### src/rtl/inst_feeder.sv
// Instruction feeder: buffers host instruction words in a FIFO and issues them to the CPU
// one per cycle, flushing with NOP words on stop; also captures CPU debug words on request.
module inst_feeder #(
   parameter int          DEPTH    = 8,
   parameter int          FLUSH_N  = 4,
   parameter logic [31:0] NOP_WORD = 32'h00000000
) (
   input  logic        cpu_clk_50M,
   input  logic        cpu_rst,
   input  logic        start,
   input  logic        stop,
   input  logic        in_valid,
   input  logic [31:0] in_inst,
   output logic        in_ready,
   output logic        en,
   output logic [31:0] outer_inst,
   input  logic [31:0] peek1,
   input  logic [31:0] peek2,
   input  logic        snap_req,
   output logic [31:0] snap1,
   output logic [31:0] snap2,
   output logic        snap_valid,
   output logic [15:0] issued_cnt,
   output logic        busy,
   output logic [1:0]  dbg_state
);

   localparam int AW = $clog2(DEPTH);
   localparam int PW = AW + 1;
   localparam int FW = $clog2(FLUSH_N + 2);

   typedef enum logic [1:0] {IDLE = 2'd0, RUN = 2'd1, DRAIN = 2'd2} state_t;

   // Handshake: a word transfers on a rising edge where in_valid && in_ready were both high.
   state_t         state_q, state_d;
   logic [PW-1:0]  wr_ptr_q, wr_ptr_d, rd_ptr_q, rd_ptr_d;
   logic           en_q, en_d;
   logic [31:0]    outer_q, outer_d;
   logic           flushing_q, flushing_d;
   logic [FW-1:0]  flush_cnt_q, flush_cnt_d;
   logic [15:0]    issued_q, issued_d;
   logic [31:0]    snap1_q, snap1_d, snap2_q, snap2_d;
   logic           snap_valid_q, snap_valid_d;
   logic           init_q, init_d;
   logic [31:0]    mem_q [DEPTH];

   logic empty, full, push, pop;

   assign empty    = (wr_ptr_q == rd_ptr_q);
   assign full     = (wr_ptr_q[AW] != rd_ptr_q[AW]) && (wr_ptr_q[AW-1:0] == rd_ptr_q[AW-1:0]);
   // init_q keeps in_ready low until the first edge after reset release.
   assign in_ready = init_q & ~full;
   assign push     = in_valid & in_ready;

   always_comb begin
      state_d     = state_q;
      en_d        = 1'b0;
      outer_d     = NOP_WORD;
      pop         = 1'b0;
      flushing_d  = flushing_q;
      flush_cnt_d = flush_cnt_q;
      case (state_q)
         IDLE: begin
            if (start) state_d = RUN;
         end
         RUN: begin
            pop = ~empty;
            if (stop) state_d = DRAIN;
         end
         DRAIN: begin
            if (!flushing_q && !empty) begin
               pop = 1'b1;
            end else if (flush_cnt_q < FW'(FLUSH_N)) begin
               en_d        = 1'b1;
               flushing_d  = 1'b1;
               flush_cnt_d = flush_cnt_q + 1'b1;
            end else begin
               state_d     = IDLE;
               flushing_d  = 1'b0;
               flush_cnt_d = '0;
            end
         end
         default: state_d = IDLE;
      endcase
      if (pop) begin
         en_d    = 1'b1;
         outer_d = mem_q[rd_ptr_q[AW-1:0]];
      end
      wr_ptr_d     = wr_ptr_q + PW'(push);
      rd_ptr_d     = rd_ptr_q + PW'(pop);
      issued_d     = issued_q + 16'(pop);
      snap1_d      = snap_req ? peek1 : snap1_q;
      snap2_d      = snap_req ? peek2 : snap2_q;
      snap_valid_d = snap_req;
      init_d       = 1'b1;
   end

   always_ff @(posedge cpu_clk_50M or posedge cpu_rst) begin
      if (cpu_rst) begin
         state_q      <= IDLE;
         wr_ptr_q     <= '0;
         rd_ptr_q     <= '0;
         en_q         <= 1'b0;
         outer_q      <= NOP_WORD;
         flushing_q   <= 1'b0;
         flush_cnt_q  <= '0;
         issued_q     <= '0;
         snap1_q      <= '0;
         snap2_q      <= '0;
         snap_valid_q <= 1'b0;
         init_q       <= 1'b0;
      end else begin
         state_q      <= state_d;
         wr_ptr_q     <= wr_ptr_d;
         rd_ptr_q     <= rd_ptr_d;
         en_q         <= en_d;
         outer_q      <= outer_d;
         flushing_q   <= flushing_d;
         flush_cnt_q  <= flush_cnt_d;
         issued_q     <= issued_d;
         snap1_q      <= snap1_d;
         snap2_q      <= snap2_d;
         snap_valid_q <= snap_valid_d;
         init_q       <= init_d;
      end
   end

   // Storage needs no reset; the pointers define what is valid.
   always_ff @(posedge cpu_clk_50M) begin
      if (push) mem_q[wr_ptr_q[AW-1:0]] <= in_inst;
   end

   assign en         = en_q;
   assign outer_inst = outer_q;
   assign issued_cnt = issued_q;
   assign snap1      = snap1_q;
   assign snap2      = snap2_q;
   assign snap_valid = snap_valid_q;
   assign busy       = (state_q != IDLE);
   assign dbg_state  = state_q;

endmodule

### config.mk
export PLATFORM = sky130hd
export DESIGN_NAME = inst_feeder
export DESIGN_NICKNAME = d
export VERILOG_FILES = /design/src/rtl/inst_feeder.sv
export SDC_FILE = /design/constraint.sdc
export NUM_CORES = 1
export LEC_CHECK = 0
export BUFFER_PORTS_ARGS = -buffer_cell sky130_fd_sc_hd__buf_2
export CAP_MARGIN = 15
export CORE_ASPECT_RATIO = 1.2
export CORE_MARGIN = 4
export CORE_UTILIZATION = 40
export DETAILED_ROUTE_END_ITERATION = 8
export HOLD_SLACK_MARGIN = 0.08
export PLACE_DENSITY = 0.57
export SETUP_SLACK_MARGIN = 0.4
export SLEW_MARGIN = 20
export SYNTH_ARGS = -nofsm -noshare
export SYNTH_HDL_FRONTEND = slang
export SYNTH_SLANG_ARGS = --single-unit
### constraint.sdc
create_clock -name cpu_clk_50M -period 11.95 [get_ports cpu_clk_50M]
set_input_delay 2.39 -clock cpu_clk_50M [delete_from_list [all_inputs] [get_ports cpu_clk_50M]]
set_output_delay 2.39 -clock cpu_clk_50M [all_outputs]
set_load 0.01 [all_outputs]
==> results.toml <==
[hold_path]
hp-start = "issued_cnt[15]"
hold_path_end = "issued_cnt[15]"
holdPathStages = 1
hp-class = "reg -> reg"

[sta]
timing.fmax_ghz = 0.210
rsz0062_at_grt = "no"
setup_ws_ns = 7.19
setup_tns_ns = 0
post-route-period-util = 0.398
skew_ns = 0.0211
drv_slew = 0
period_needed_ns = 4.76
max-slew-margin-rel = 0.311
setup_viol = 0
finalHoldViolCount = 0
holdWs_ns = 0.481
worstMarginPinSlew_ns = 1.03

[final_layout]
layout.nets = 1077
diodes = 0
syn_to_final_growth_pct = 20.7
fillCellCount = 3045
final_cell_area_mm2 = 0.0176
drive_above_1_share = 0.440
final_cell_count_no_fill = 1463
utilization = 0.490

[synthesis]
ys_seq_area_frac = 0.748
syn_area_per_cell_um2 = 20.4
synth_area_mm2 = 0.0146
async_reset_ff_frac = 0.335
yosysTopAreaCellShare = 0.527
ys_dominant_reg_cell = "edfxtp_1"
synthTopCellsByArea = "edfxtp_1 53%, dfrtp_1 22%, mux4_2 8.9%, mux2_2 5.0%, mux2i_1 2.2%"
synthTopCellsByCount = "256 x edfxtp_1, 129 x dfrtp_1, 65 x mux2_2, 58 x mux4_2, 36 x nor2_1"
yosysUniqueCellTypes = 44
netlist_instances = 717
synth_area_leader_cell = "edfxtp_1"
ys_seq_elements = 385
synth_fp_nets = 831
synth_most_common_cell = "edfxtp_1"
synth_warnings = 0
synth_edf_count = 256

[grt]
grt_pass1_wl_um = 45800
grt_max_degree = 76
grt_remaining_overflow = 0
met2_usage = 0.244
antenna_found_initial = 5
top_usage_layer = "met2"
use_met1 = 0.199
gr-usage-met3 = 0.0379
grt_pass1_vias = 7564
grt_usage = 0.148

[power]
power.total_mw = 3.87
power_density_mw_per_mm2 = 219
power.leakage_nw = 6.87
vdd_drop_max_v = 0.000131

[route]
num_vias = 7286
via_per_inst = 4.98
drc = 0
ant_nets = 0
wl_per_cell_um = 20.0
first_iter_violations = 353
wirelength_um = 29200
drt-pass1-iter-count = 4

[worst_setup_path]
cp.arrival_ns = 2.37
worstPathRequired_ns = 9.56
cp_top_family = "buffers and inverters"
worstSetupEndpointType = "output pin"
crit_buf_inv = 2
timing.rr.end = "issued_cnt[14]"
r2r_slack_ns = 8.43
worstPathCellList = "buf_4, xor2_1, o31a_1, buf_2"
slowest_delay_ns = 0.74
r2r-start = "rd_ptr_q[1]"
crit_fanout = 68
worst-setup-path-type = "reg -> out"
rr_worst_depth = 10
critical-path-slowest-cell = "buf_4"
startpoint_type = "flop"

[placement]
portBuffers = 219
place_ws_ns = 7.63
dp_hpwl_um = 18100
placed_cells = 1388
gp_congestion = 0.702
dpl_cell_area_mm2 = 0.0163

[clocking]
path_clk_slew_ns = 0.06
cts_hold_buf = 0
clkSinkCount = 385
root_buffer = "clkbuf_16"
clk-insertion-delay-late_ns = 0.54
postCtsSetupBuffers = 0
cts_tree = "done"
ctsResizeCount = 0
clockBufferDepth = 3
htree_levels = 2
numCtsBuffers = 40

[run_status]
status = "finished clean"

[floorplanning]
ioPinCount = 220
fp.dieH_um = 217
dieWidth_um = 182
row_count = 76
initial_core_util = 0.406
core_area_mm2 = 0.0359
dieArea_mm2 = 0.0396

[job]
drv_cap = 0
==> sequential cells by signal, indices dropped and copies added, names as in the netlist <==
register,count
dbg_state,2
flushing_q,1
issued_cnt,16
snap_valid,1
mem_q,256
flush_cnt_q,3
init_q,1
snap2,32
snap1,32
wr_ptr_q,4
en,1
rd_ptr_q,4
outer_inst,32
==> cell type report <==
cell class	instances	area, um2	share of cell area
Multi-Input combinational cell	292	3480	0.198
Timing Repair Buffer	236	1280	0.0728
Clock buffer	63	1220	0.0694
Tap cell	468	586	0.0332
Inverter	8	35.0	0.00199
Sequential cell	385	10900	0.620
Clock inverter	11	90.1	0.00511
==> cell families (layout without fill, tap and decap cells) <==
logic type,count (synthesis),in the layout,synth area share
adders and majority gates,12,12,0.0103
DFF,385,385,0.748
muxes,161,161,0.172
buffers and inverters,40,318,0.0165
xor gates and xnor gates,23,23,0.0161
AOI/OAI and AO/OA,17,17,0.00909
and+or+nand+nor,78,78,0.0276
other,1,1,0.000257
==> placed cells by master, fill, tap and decap left out, types with 2 or more instances in the layout <==
master / n
nand2_1: 5
buf_4: 14
mux2_2: 65
xnor2_2: 2
xor2_1: 5
mux4_1: 6
o21ai_0: 5
clkbuf_16: 44
and4b_2: 2
nand4_1: 3
and3_1: 5
clkbuf_1: 14
inv_6: 3
mux4_2: 58
buf_2: 219
clkinv_2: 7
nor2_1: 35
o2111ai_1: 2
buf_16: 3
dfrtp_4: 2
nor4b_2: 3
mux2i_1: 32
dfrtp_1: 126
xnor2_1: 15
clkbuf_8: 5
ha_1: 12
and4_1: 3
edfxtp_1: 256
a21oi_1: 2
inv_1: 6
nand3_1: 15
==> power breakdown <==
part / switching, mW / internal (mW)
Combinational: 0.492 / 0.438
Sequential: 0.113 / 1.60
Clock: 0.493 / 0.728
==> worst max-delay path by stage <==
stage,start,end,cells after the start
6_report,rd_ptr_q[1],in_ready,4
5_1_grt,rd_ptr_q[1],in_ready,4
4_1_cts,rd_ptr_q[1],in_ready,4
3_3_place_gp,rd_ptr_q[1],in_ready,4
2_1_floorplan,in_valid,mem_q[2][0],2
3_5_place_dp,in_valid,mem_q[4][15],4
==> per-layer routing <==
layer	vias to the layer above	part of all wire
met1	3654	0.42
met3	55	0.075
met5	-	0.0025
met4	10	0.019
li1	3319	-
met2	248	0.48
Note: power is estimated with default switching activity, not from simulation.
